**src/rtl/m68k_bus_ctrl_if.sv**
```systemverilog
// Bus bundle between the 68000 CPU side and the bus-cycle controller.
// Carries the strobes, the address and the responses driven back to the CPU.
interface m68k_bus_ctrl_if;
    logic        as_n;
    logic        uds_n;
    logic        lds_n;
    logic        rw_n;
    logic [23:1] addr;
    logic        vga_ready;
    logic        rom_cs;
    logic        ram_cs;
    logic        vga_cs;
    logic        per_cs;
    logic [1:0]  ram_we;
    logic        dtack_n;
    logic        vpa_n;
    logic        berr_n;

    modport master (
        output as_n, uds_n, lds_n, rw_n, addr, vga_ready,
        input  rom_cs, ram_cs, vga_cs, per_cs, ram_we, dtack_n, vpa_n, berr_n
    );

    modport slave (
        input  as_n, uds_n, lds_n, rw_n, addr, vga_ready,
        output rom_cs, ram_cs, vga_cs, per_cs, ram_we, dtack_n, vpa_n, berr_n
    );
endinterface

```
**src/rtl/m68k_bus_ctrl.sv**
```systemverilog
// Bus-cycle controller for fx68k: region decode, wait states, VGA ready,
// VPA handshake for the peripheral window and bus-error timeout.
module m68k_bus_ctrl #(
    parameter int unsigned ROM_WAIT     = 1,
    parameter int unsigned RAM_WAIT     = 0,
    parameter int unsigned BERR_TIMEOUT = 64
) (
    input  logic          clk,
    input  logic          rst_n,
    m68k_bus_ctrl_if.slave bus
);
    typedef enum logic [2:0] {ST_IDLE, ST_WAIT, ST_ACK, ST_PERI, ST_ERR} state_t;
    typedef enum logic [2:0] {RG_NONE, RG_ROM, RG_RAM, RG_VGA, RG_PER} region_t;

    localparam logic [3:0] ROM_W    = 4'(ROM_WAIT);
    localparam logic [3:0] RAM_W    = 4'(RAM_WAIT);
    localparam logic [7:0] TMO_LAST = 8'(BERR_TIMEOUT - 1);

    state_t      state, state_d;
    region_t     region, region_d, decoded;
    logic [3:0]  wait_cnt, wait_d;
    logic [7:0]  tmo_cnt, tmo_d;
    logic [1:0]  lanes, lanes_d;
    logic        is_write, write_d;
    logic        vga_ready_q;
    logic        start, wait_done, we_pulse;

    wire unused_addr = &{1'b0, bus.addr[15:1]};

    always_comb begin
        decoded = RG_NONE;
        if (bus.addr[23:16] == 8'h00)
            decoded = RG_ROM;
        else if (bus.addr[23:16] == 8'h10)
            decoded = RG_RAM;
        else if (bus.addr[23:16] == 8'h20)
            decoded = RG_VGA;
        else if (bus.addr[23:20] == 4'h6)
            decoded = RG_PER;
    end

    // Unmapped accesses never satisfy wait_done, so only the timeout ends them.
    always_comb begin
        state_d   = state;
        region_d  = region;
        wait_d    = wait_cnt;
        tmo_d     = tmo_cnt;
        lanes_d   = lanes;
        write_d   = is_write;
        we_pulse  = 1'b0;
        start     = !bus.as_n && (!bus.uds_n || !bus.lds_n);
        wait_done = (wait_cnt == 4'd0) && (region != RG_NONE)
                    && ((region != RG_VGA) || vga_ready_q);
        unique case (state)
            ST_IDLE: begin
                if (start) begin
                    region_d = decoded;
                    lanes_d  = {!bus.uds_n, !bus.lds_n};
                    write_d  = !bus.rw_n;
                    tmo_d    = 8'd0;
                    wait_d   = 4'd0;
                    state_d  = ST_WAIT;
                    case (decoded)
                        RG_ROM:  wait_d  = ROM_W;
                        RG_RAM:  wait_d  = RAM_W;
                        RG_PER:  state_d = ST_PERI;
                        default: wait_d  = 4'd0;
                    endcase
                end
            end
            ST_WAIT: begin
                if (bus.as_n) begin
                    state_d = ST_IDLE;
                end else if (wait_done) begin
                    state_d  = ST_ACK;
                    we_pulse = (region == RG_RAM) && is_write;
                end else if (tmo_cnt == TMO_LAST) begin
                    state_d = ST_ERR;
                end else begin
                    tmo_d = tmo_cnt + 8'd1;
                    if (wait_cnt != 4'd0)
                        wait_d = wait_cnt - 4'd1;
                end
            end
            ST_ACK, ST_PERI, ST_ERR: begin
                if (bus.as_n)
                    state_d = ST_IDLE;
            end
            default: state_d = ST_IDLE;
        endcase
    end

    // Outputs are registered from the next state so they change on the same edge.
    always_ff @(posedge clk or negedge rst_n) begin
        if (!rst_n) begin
            state       <= ST_IDLE;
            region      <= RG_NONE;
            wait_cnt    <= 4'd0;
            tmo_cnt     <= 8'd0;
            lanes       <= 2'b00;
            is_write    <= 1'b0;
            vga_ready_q <= 1'b0;
            bus.rom_cs  <= 1'b0;
            bus.ram_cs  <= 1'b0;
            bus.vga_cs  <= 1'b0;
            bus.per_cs  <= 1'b0;
            bus.ram_we  <= 2'b00;
            bus.dtack_n <= 1'b1;
            bus.vpa_n   <= 1'b1;
            bus.berr_n  <= 1'b1;
        end else begin
            state       <= state_d;
            region      <= region_d;
            wait_cnt    <= wait_d;
            tmo_cnt     <= tmo_d;
            lanes       <= lanes_d;
            is_write    <= write_d;
            vga_ready_q <= bus.vga_ready;
            bus.rom_cs  <= (state_d != ST_IDLE) && (region_d == RG_ROM);
            bus.ram_cs  <= (state_d != ST_IDLE) && (region_d == RG_RAM);
            bus.vga_cs  <= (state_d != ST_IDLE) && (region_d == RG_VGA);
            bus.per_cs  <= (state_d != ST_IDLE) && (region_d == RG_PER);
            bus.ram_we  <= we_pulse ? lanes : 2'b00;
            bus.dtack_n <= (state_d != ST_ACK);
            bus.vpa_n   <= (state_d != ST_PERI);
            bus.berr_n  <= (state_d != ST_ERR);
        end
    end
endmodule

```
**src/flat_wrapper.sv**
```systemverilog
// flat-port wrapper written by rule: the top's interface ports become plain ports
module m68k_bus_ctrl_flat 
#(
    parameter int unsigned ROM_WAIT     = 1,
    parameter int unsigned RAM_WAIT     = 0,
    parameter int unsigned BERR_TIMEOUT = 64
)
  (clk, rst_n, bus_as_n, bus_uds_n, bus_lds_n, bus_rw_n, bus_addr, bus_vga_ready, bus_rom_cs, bus_ram_cs, bus_vga_cs, bus_per_cs, bus_ram_we, bus_dtack_n, bus_vpa_n, bus_berr_n);
  m68k_bus_ctrl_if bus_i ();
  input  logic clk;
  input  logic rst_n;
  input wire logic [$bits(bus_i.as_n)-1:0] bus_as_n;
  input wire logic [$bits(bus_i.uds_n)-1:0] bus_uds_n;
  input wire logic [$bits(bus_i.lds_n)-1:0] bus_lds_n;
  input wire logic [$bits(bus_i.rw_n)-1:0] bus_rw_n;
  input wire logic [$bits(bus_i.addr)-1:0] bus_addr;
  input wire logic [$bits(bus_i.vga_ready)-1:0] bus_vga_ready;
  output wire logic [$bits(bus_i.rom_cs)-1:0] bus_rom_cs;
  output wire logic [$bits(bus_i.ram_cs)-1:0] bus_ram_cs;
  output wire logic [$bits(bus_i.vga_cs)-1:0] bus_vga_cs;
  output wire logic [$bits(bus_i.per_cs)-1:0] bus_per_cs;
  output wire logic [$bits(bus_i.ram_we)-1:0] bus_ram_we;
  output wire logic [$bits(bus_i.dtack_n)-1:0] bus_dtack_n;
  output wire logic [$bits(bus_i.vpa_n)-1:0] bus_vpa_n;
  output wire logic [$bits(bus_i.berr_n)-1:0] bus_berr_n;
  assign bus_i.as_n = bus_as_n;
  assign bus_i.uds_n = bus_uds_n;
  assign bus_i.lds_n = bus_lds_n;
  assign bus_i.rw_n = bus_rw_n;
  assign bus_i.addr = bus_addr;
  assign bus_i.vga_ready = bus_vga_ready;
  assign bus_rom_cs = bus_i.rom_cs;
  assign bus_ram_cs = bus_i.ram_cs;
  assign bus_vga_cs = bus_i.vga_cs;
  assign bus_per_cs = bus_i.per_cs;
  assign bus_ram_we = bus_i.ram_we;
  assign bus_dtack_n = bus_i.dtack_n;
  assign bus_vpa_n = bus_i.vpa_n;
  assign bus_berr_n = bus_i.berr_n;
  m68k_bus_ctrl #(.ROM_WAIT(ROM_WAIT), .RAM_WAIT(RAM_WAIT), .BERR_TIMEOUT(BERR_TIMEOUT)) u_core (.clk(clk), .rst_n(rst_n), .bus(bus_i));
endmodule
```
**config.mk**
```make
export PLATFORM = sky130hd
export DESIGN_NAME = m68k_bus_ctrl_flat
export DESIGN_NICKNAME = d
export VERILOG_FILES = /design/src/rtl/m68k_bus_ctrl_if.sv /design/src/rtl/m68k_bus_ctrl.sv /design/src/flat_wrapper.sv
export SDC_FILE = /design/constraint.sdc
export NUM_CORES = 1
export LEC_CHECK = 0
export CORE_UTILIZATION = 44
export DETAILED_ROUTE_END_ITERATION = 8
export PLACE_DENSITY = 0.79
export SYNTH_ARGS = -nofsm -noshare
export SYNTH_HDL_FRONTEND = slang
export SYNTH_SLANG_ARGS = --single-unit
```
**constraint.sdc**
```tcl
create_clock -name clk -period 2.1 [get_ports clk]
set_clock_uncertainty 0.2 [all_clocks]
set_input_delay 0.42 -clock clk [delete_from_list [all_inputs] [get_ports clk]]
set_output_delay 0.42 -clock clk [all_outputs]
set_load 0.03 [all_outputs]
```
# After elaboration in Yosys (flattened, before gate mapping)
# Index checks and enable logic that the tools add are counted.
# W data, S select, Z words.
# word_totals
ff_bits	31
inputBits	30
output_inout_bits	9
elab_cells	95
# classes
addsub	2
eq_ne	24
muxes	29
reduce_logical	25
# op_table
op	count
$mux W3	11
$mux W8	4
$mux W4	5
$eq A8 B6 Y1 const B	2
$pmux W8 S2	1
$eq A3 B2 Y1 const B	5
$eq A3 B1 Y1 const B	3
$eq A3 B3 Y1 const B	3
$ne A3 B2 Y1 const B	3
$pmux W3 S3	1
$add A8 B1 Y8 const B	1
$eq A8 B5 Y1 const B	1
$logic_and A1 B1 Y1	8
$logic_not A8 Y1	1
$pmux W4 S2	1
$ne A2 B2 Y1 const B	3
$reduce_and A6 Y1	1
$reduce_bool A3 Y1	2
$reduce_and A5 Y1	1
$eq A4 B3 Y1 const B	1
$logic_not A1 Y1	4
$logic_not A4 Y1	1
$mux W1	4
$mux W2	2
other kinds (9)	11

# Logic depth before layout (Yosys ltp)
# Gate-level depths: netlist of the first run.
# logic_depth
ltp_word	11
depth_mapped	8
mapped_depth_nobuf	7

# Least setup slack after synthesis of the first run
# OpenSTA, ideal clock, no wires.
# synth_path
kind	flip-flop to flip-flop
startpoint	register u_core.wait_cnt[0]
endpoint	register u_core.tmo_cnt[2]
setup_time_ns	0.120
arrival_time_ns	1.828
slack_ns	-0.048
stages_incl_launch_ff	8
n_path_buf	1
cell_sequence	dfrtp_1 > inv_1 > ha_1 > or3b_1 > buf_2 > a311oi_4 > a22oi_1 > a31o_2
# synth_via
elab_chain_cells	5
# synth_lines
item	line_no	text
start: declaration	m68k_bus_ctrl.sv:21	logic [3:0] wait_cnt, wait_d;
start signal: assignment	m68k_bus_ctrl.sv:114	wait_cnt <= wait_d;
$logic_not A4 Y1	m68k_bus_ctrl.sv:52	wait_done = (wait_cnt == 4'd0) && (region != RG_NONE)
$logic_and A1 B1 Y1	m68k_bus_ctrl.sv:52	
$logic_and A1 B1 Y1	m68k_bus_ctrl.sv:53	&& ((region != RG_VGA) || vga_ready_q);
$ne A2 B2 Y1 (no line)	n/a	
$reduce_and A5 Y1 (no line)	n/a	
end signal: assignment	m68k_bus_ctrl.sv:115	tmo_cnt <= tmo_d;
end: declaration	m68k_bus_ctrl.sv:22	logic [7:0] tmo_cnt, tmo_d;
# Every way passes these cells.
# A chain may end at the register's enable or synchronous reset.

# Worst setup path after layout of the first run
# layout_path
startpoint	register u_core.wait_cnt[0]
endpoint	register u_core.tmo_cnt[3]
# The elaborated chain is that of the path after synthesis.

==> impl_metrics.env, run 1 <==
export IMPL_ys_ff_latch=31
export IMPL_grt_pass1_vias=1443
export IMPL_synth_cell_type_count=43
export IMPL_num_nets_final=245
export IMPL_dieArea_mm2=0.00378
export IMPL_slew_headroom=0.739
export IMPL_detail_route_wirelength_um=4030
export IMPL_slew_viol_final=0
export IMPL_clock_sinks=31
export IMPL_dr_pass1_iters=4
export IMPL_crit_arrival_ns=2.19
export IMPL_vdd_drop_max_mv=0.512
export IMPL_wire_per_inst_um=15.6
export IMPL_powerDensity_mw_per_mm2=842
export IMPL_numPortBuffers=23
export IMPL_worst_path_dominant_cell_family="compound AO/OA/AOI/OAI gates"
export IMPL_cts_tree="built"
export IMPL_critPathMaxStageDelay_ns=0.40
export IMPL_final_cell_area_mm2=0.00226
export IMPL_num_antenna_cells=0
export IMPL_antenna_found_initial=0
export IMPL_grt_max_degree=32
export IMPL_yosysWarnings=0
export IMPL_synth_top_area_share=0.450
export IMPL_rows=21
export IMPL_fin_hold_ws_ns=0.279
export IMPL_layout_common_cells="buf_4 (32), dfrtp_1 (26), clkdlybuf4s50_1 (19), nor2_1 (14), nand2_1 (12)"
export IMPL_synth_ff_type="dfrtp_1"
export IMPL_critPathKind="flop to flop"
export IMPL_drtAntennaViolNets=0
export IMPL_avgSynthCellArea_um2=10.2
export IMPL_dp_hpwl_um=2770
export IMPL_ios=39
export IMPL_path_cells="inv_2 -> ha_4 -> or3b_4 -> a311oi_4 -> a22oi_2 -> buf_4 -> a31o_4"
export IMPL_via_per_inst=5.54
export IMPL_routabilityCongestion=0.883
export IMPL_first_iter_violations=37
export IMPL_period_share=1.03
export IMPL_grt_pass1_wl_um=6370
export IMPL_clock_power_share=0.170
export IMPL_nFillCells=271
export IMPL_netlist_area_mm2=0.00156
export IMPL_postLayoutSetupSlackWorst_ns=-0.0613
export IMPL_crit_required_ns=2.13
export IMPL_tightest_slew_ns=0.391
export IMPL_synth_area_leaders="dfrtp_1 (45%), dfstp_2 (5.1%), nor2_1 (3.6%)"
export IMPL_finalHoldViolCount=0
export IMPL_coreArea_mm2=0.00336
export IMPL_synth_largest_area_cell="dfrtp_1"
export IMPL_worstSetupEndpointType="flop"
export IMPL_path_clk_slew_ns=0.10
export IMPL_cts_root_buffer="clkbuf_4"
export IMPL_comb_power_share=0.421
export IMPL_seqPwrFrac=0.409
export IMPL_power_total_w=0.00190
export IMPL_die_w_um=61.5
export IMPL_p_leak_nw=0.982
export IMPL_async_flop_share=1.00
export IMPL_clock_path_buffers=2
export IMPL_cap_violations=0
export IMPL_netSwitchingFraction=0.343
export IMPL_initial_core_util=0.463
export IMPL_drive_gt1_frac=0.343
export IMPL_num_vias=1434
export IMPL_cts_made_buffers=5
export IMPL_timing_fmax_mhz=463
export IMPL_p_switching_w=0.000652
export IMPL_fin_crit_ns=2.16
export IMPL_final_common_cell="buf_4"
export IMPL_area_delta_synth_final_pct=44.9
export IMPL_critPathBufInv=2
export IMPL_syn_nets=185
export IMPL_worst_path_max_delay_cell="dfrtp_1"
export IMPL_clk_latency_ns=0.33
export IMPL_htree_levels=2
export IMPL_violations="setup timing"
export IMPL_min_path_type="primary input to async pin"
export IMPL_cp_max_fo=4
export IMPL_synth_edf_count=0
export IMPL_start_kind="flop"
export IMPL_p_int_w=0.00125
export IMPL_outcome="finished, violations left"
export IMPL_synthCells=152
export IMPL_dpl_worst_slack_ns=-0.363
export IMPL_setup_viol=10
export IMPL_gr_total_overflow=0
export IMPL_die_h_um=61.5
export IMPL_drc=0
export IMPL_dpl_cell_area_mm2=0.00203
export IMPL_rsz0062_at_grt="true"
export IMPL_grt_usage=0.236
export IMPL_ys_seq_area_frac=0.500
## synthesized netlist by cell type (3+ instances only)
cell type,count
a21oi_1,11
and2_1,3
and3_1,3
buf_2,3
dfrtp_1,28
dfstp_2,3
ha_1,3
inv_1,3
nand2_1,12
nand2b_1,3
nand3_1,8
nor2_1,15
nor3_1,5
o21ai_0,11
or3_1,4
xnor2_1,3
## cells by family after synthesis
logic type,count (synthesis),share of synthesized area
compound gates,36,0.167
xor+xnor,3,0.0169
fa+ha+maj,3,0.0241
buf+inv,9,0.0345
flops,31,0.500
mux,1,0.00723
simple gates,69,0.250
## registers in the layout, indices dropped and copies added, names as in the netlist, 2 cells and up
| register | flops |
|---|---|
| u_core.bus.ram_we | 2 |
| u_core.lanes | 2 |
| u_core.region | 3 |
| u_core.state | 3 |
| u_core.tmo_cnt | 8 |
| u_core.wait_cnt | 4 |
## through the flow
stage               utilization  instances  TNS [ns]
floorplan                     -        152  -0.00140
global placement          0.605        245     -3.79
detailed placement        0.605        245     -4.94
CTS                       0.646        258    -0.561
global route              0.671        259     -1.35
finish                    0.671        259    -0.368
## worst reg2reg max path: cells and delay by family (launching register included)
family	cells	cell delay (ns)
AOI/OAI and AO/OA	3	0.67
buffers and inverters	2	0.26
and+or+nand+nor	1	0.40
adders and majority gates	1	0.13
DFF	1	0.40
## layer usage
metal,track usage,up-vias,share of wire
met5,0,-,0
met2,0.427,46,0.52
met3,0.0630,9,0.051
met1,0.250,707,0.40
met4,0.121,0,0.026
li1,-,672,-
## area by class of cell
class / count / area [um^2] / share of cell area
clock buffers: 8 / 48.8 / 0.0216
inverters: 3 / 11.3 / 0.00499
multi-input cells: 112 / 847 / 0.375
flip-flops and latches: 31 / 782 / 0.346
well taps: 46 / 57.6 / 0.0255
repair buffers: 59 / 510 / 0.226
## what timing repair did
item,4_1_cts,5_1_grt
pin swaps,8,15
hold buffers,0,0
buffers inserted,5,1
endpoints found under the hold margin,0,0
setup endpoints to repair,12,19
resized for setup,20,17
## power groups by stage
stage          Clock, W  Combinational, W  Sequential (W)
2_1_floorplan         0          0.000374        0.000763
3_3_place_gp          0          0.000588        0.000773
3_5_place_dp          0          0.000639        0.000781
4_1_cts        0.000331          0.000726        0.000773
5_1_grt        0.000361          0.000872        0.000791
6_report       0.000323          0.000800        0.000777
## final timing paths
check	start	depth (start not counted)	slack, ns	end
setup reg to reg	u_core.wait_cnt[0]	7	-0.06	u_core.tmo_cnt[3]
setup / recovery	u_core.wait_cnt[0]	7	-0.06	u_core.tmo_cnt[3]
max in group asynchronous	rst_n	2	1.10	u_core.bus.dtack_n
hold / removal	rst_n	2	0.28	u_core.is_write
min in group clk	u_core.lanes[0]	2	0.28	u_core.lanes[0]
hold reg to reg	u_core.lanes[0]	2	0.28	u_core.lanes[0]
Note: power is estimated with default switching activity, not from simulation.
==> inputs of run 2 (changes only) <==
--- a/config.mk
+++ b/config.mk
@@ -7,6 +7,7 @@
 export LEC_CHECK = 0
 export CORE_UTILIZATION = 44
 export DETAILED_ROUTE_END_ITERATION = 8
+export GPL_ROUTABILITY_DRIVEN = 1
 export PLACE_DENSITY = 0.79
 export SYNTH_ARGS = -nofsm -noshare
 export SYNTH_HDL_FRONTEND = slang
==> results of run 2 <==
Final layout, timing and power as in run 1 (identical DEF).
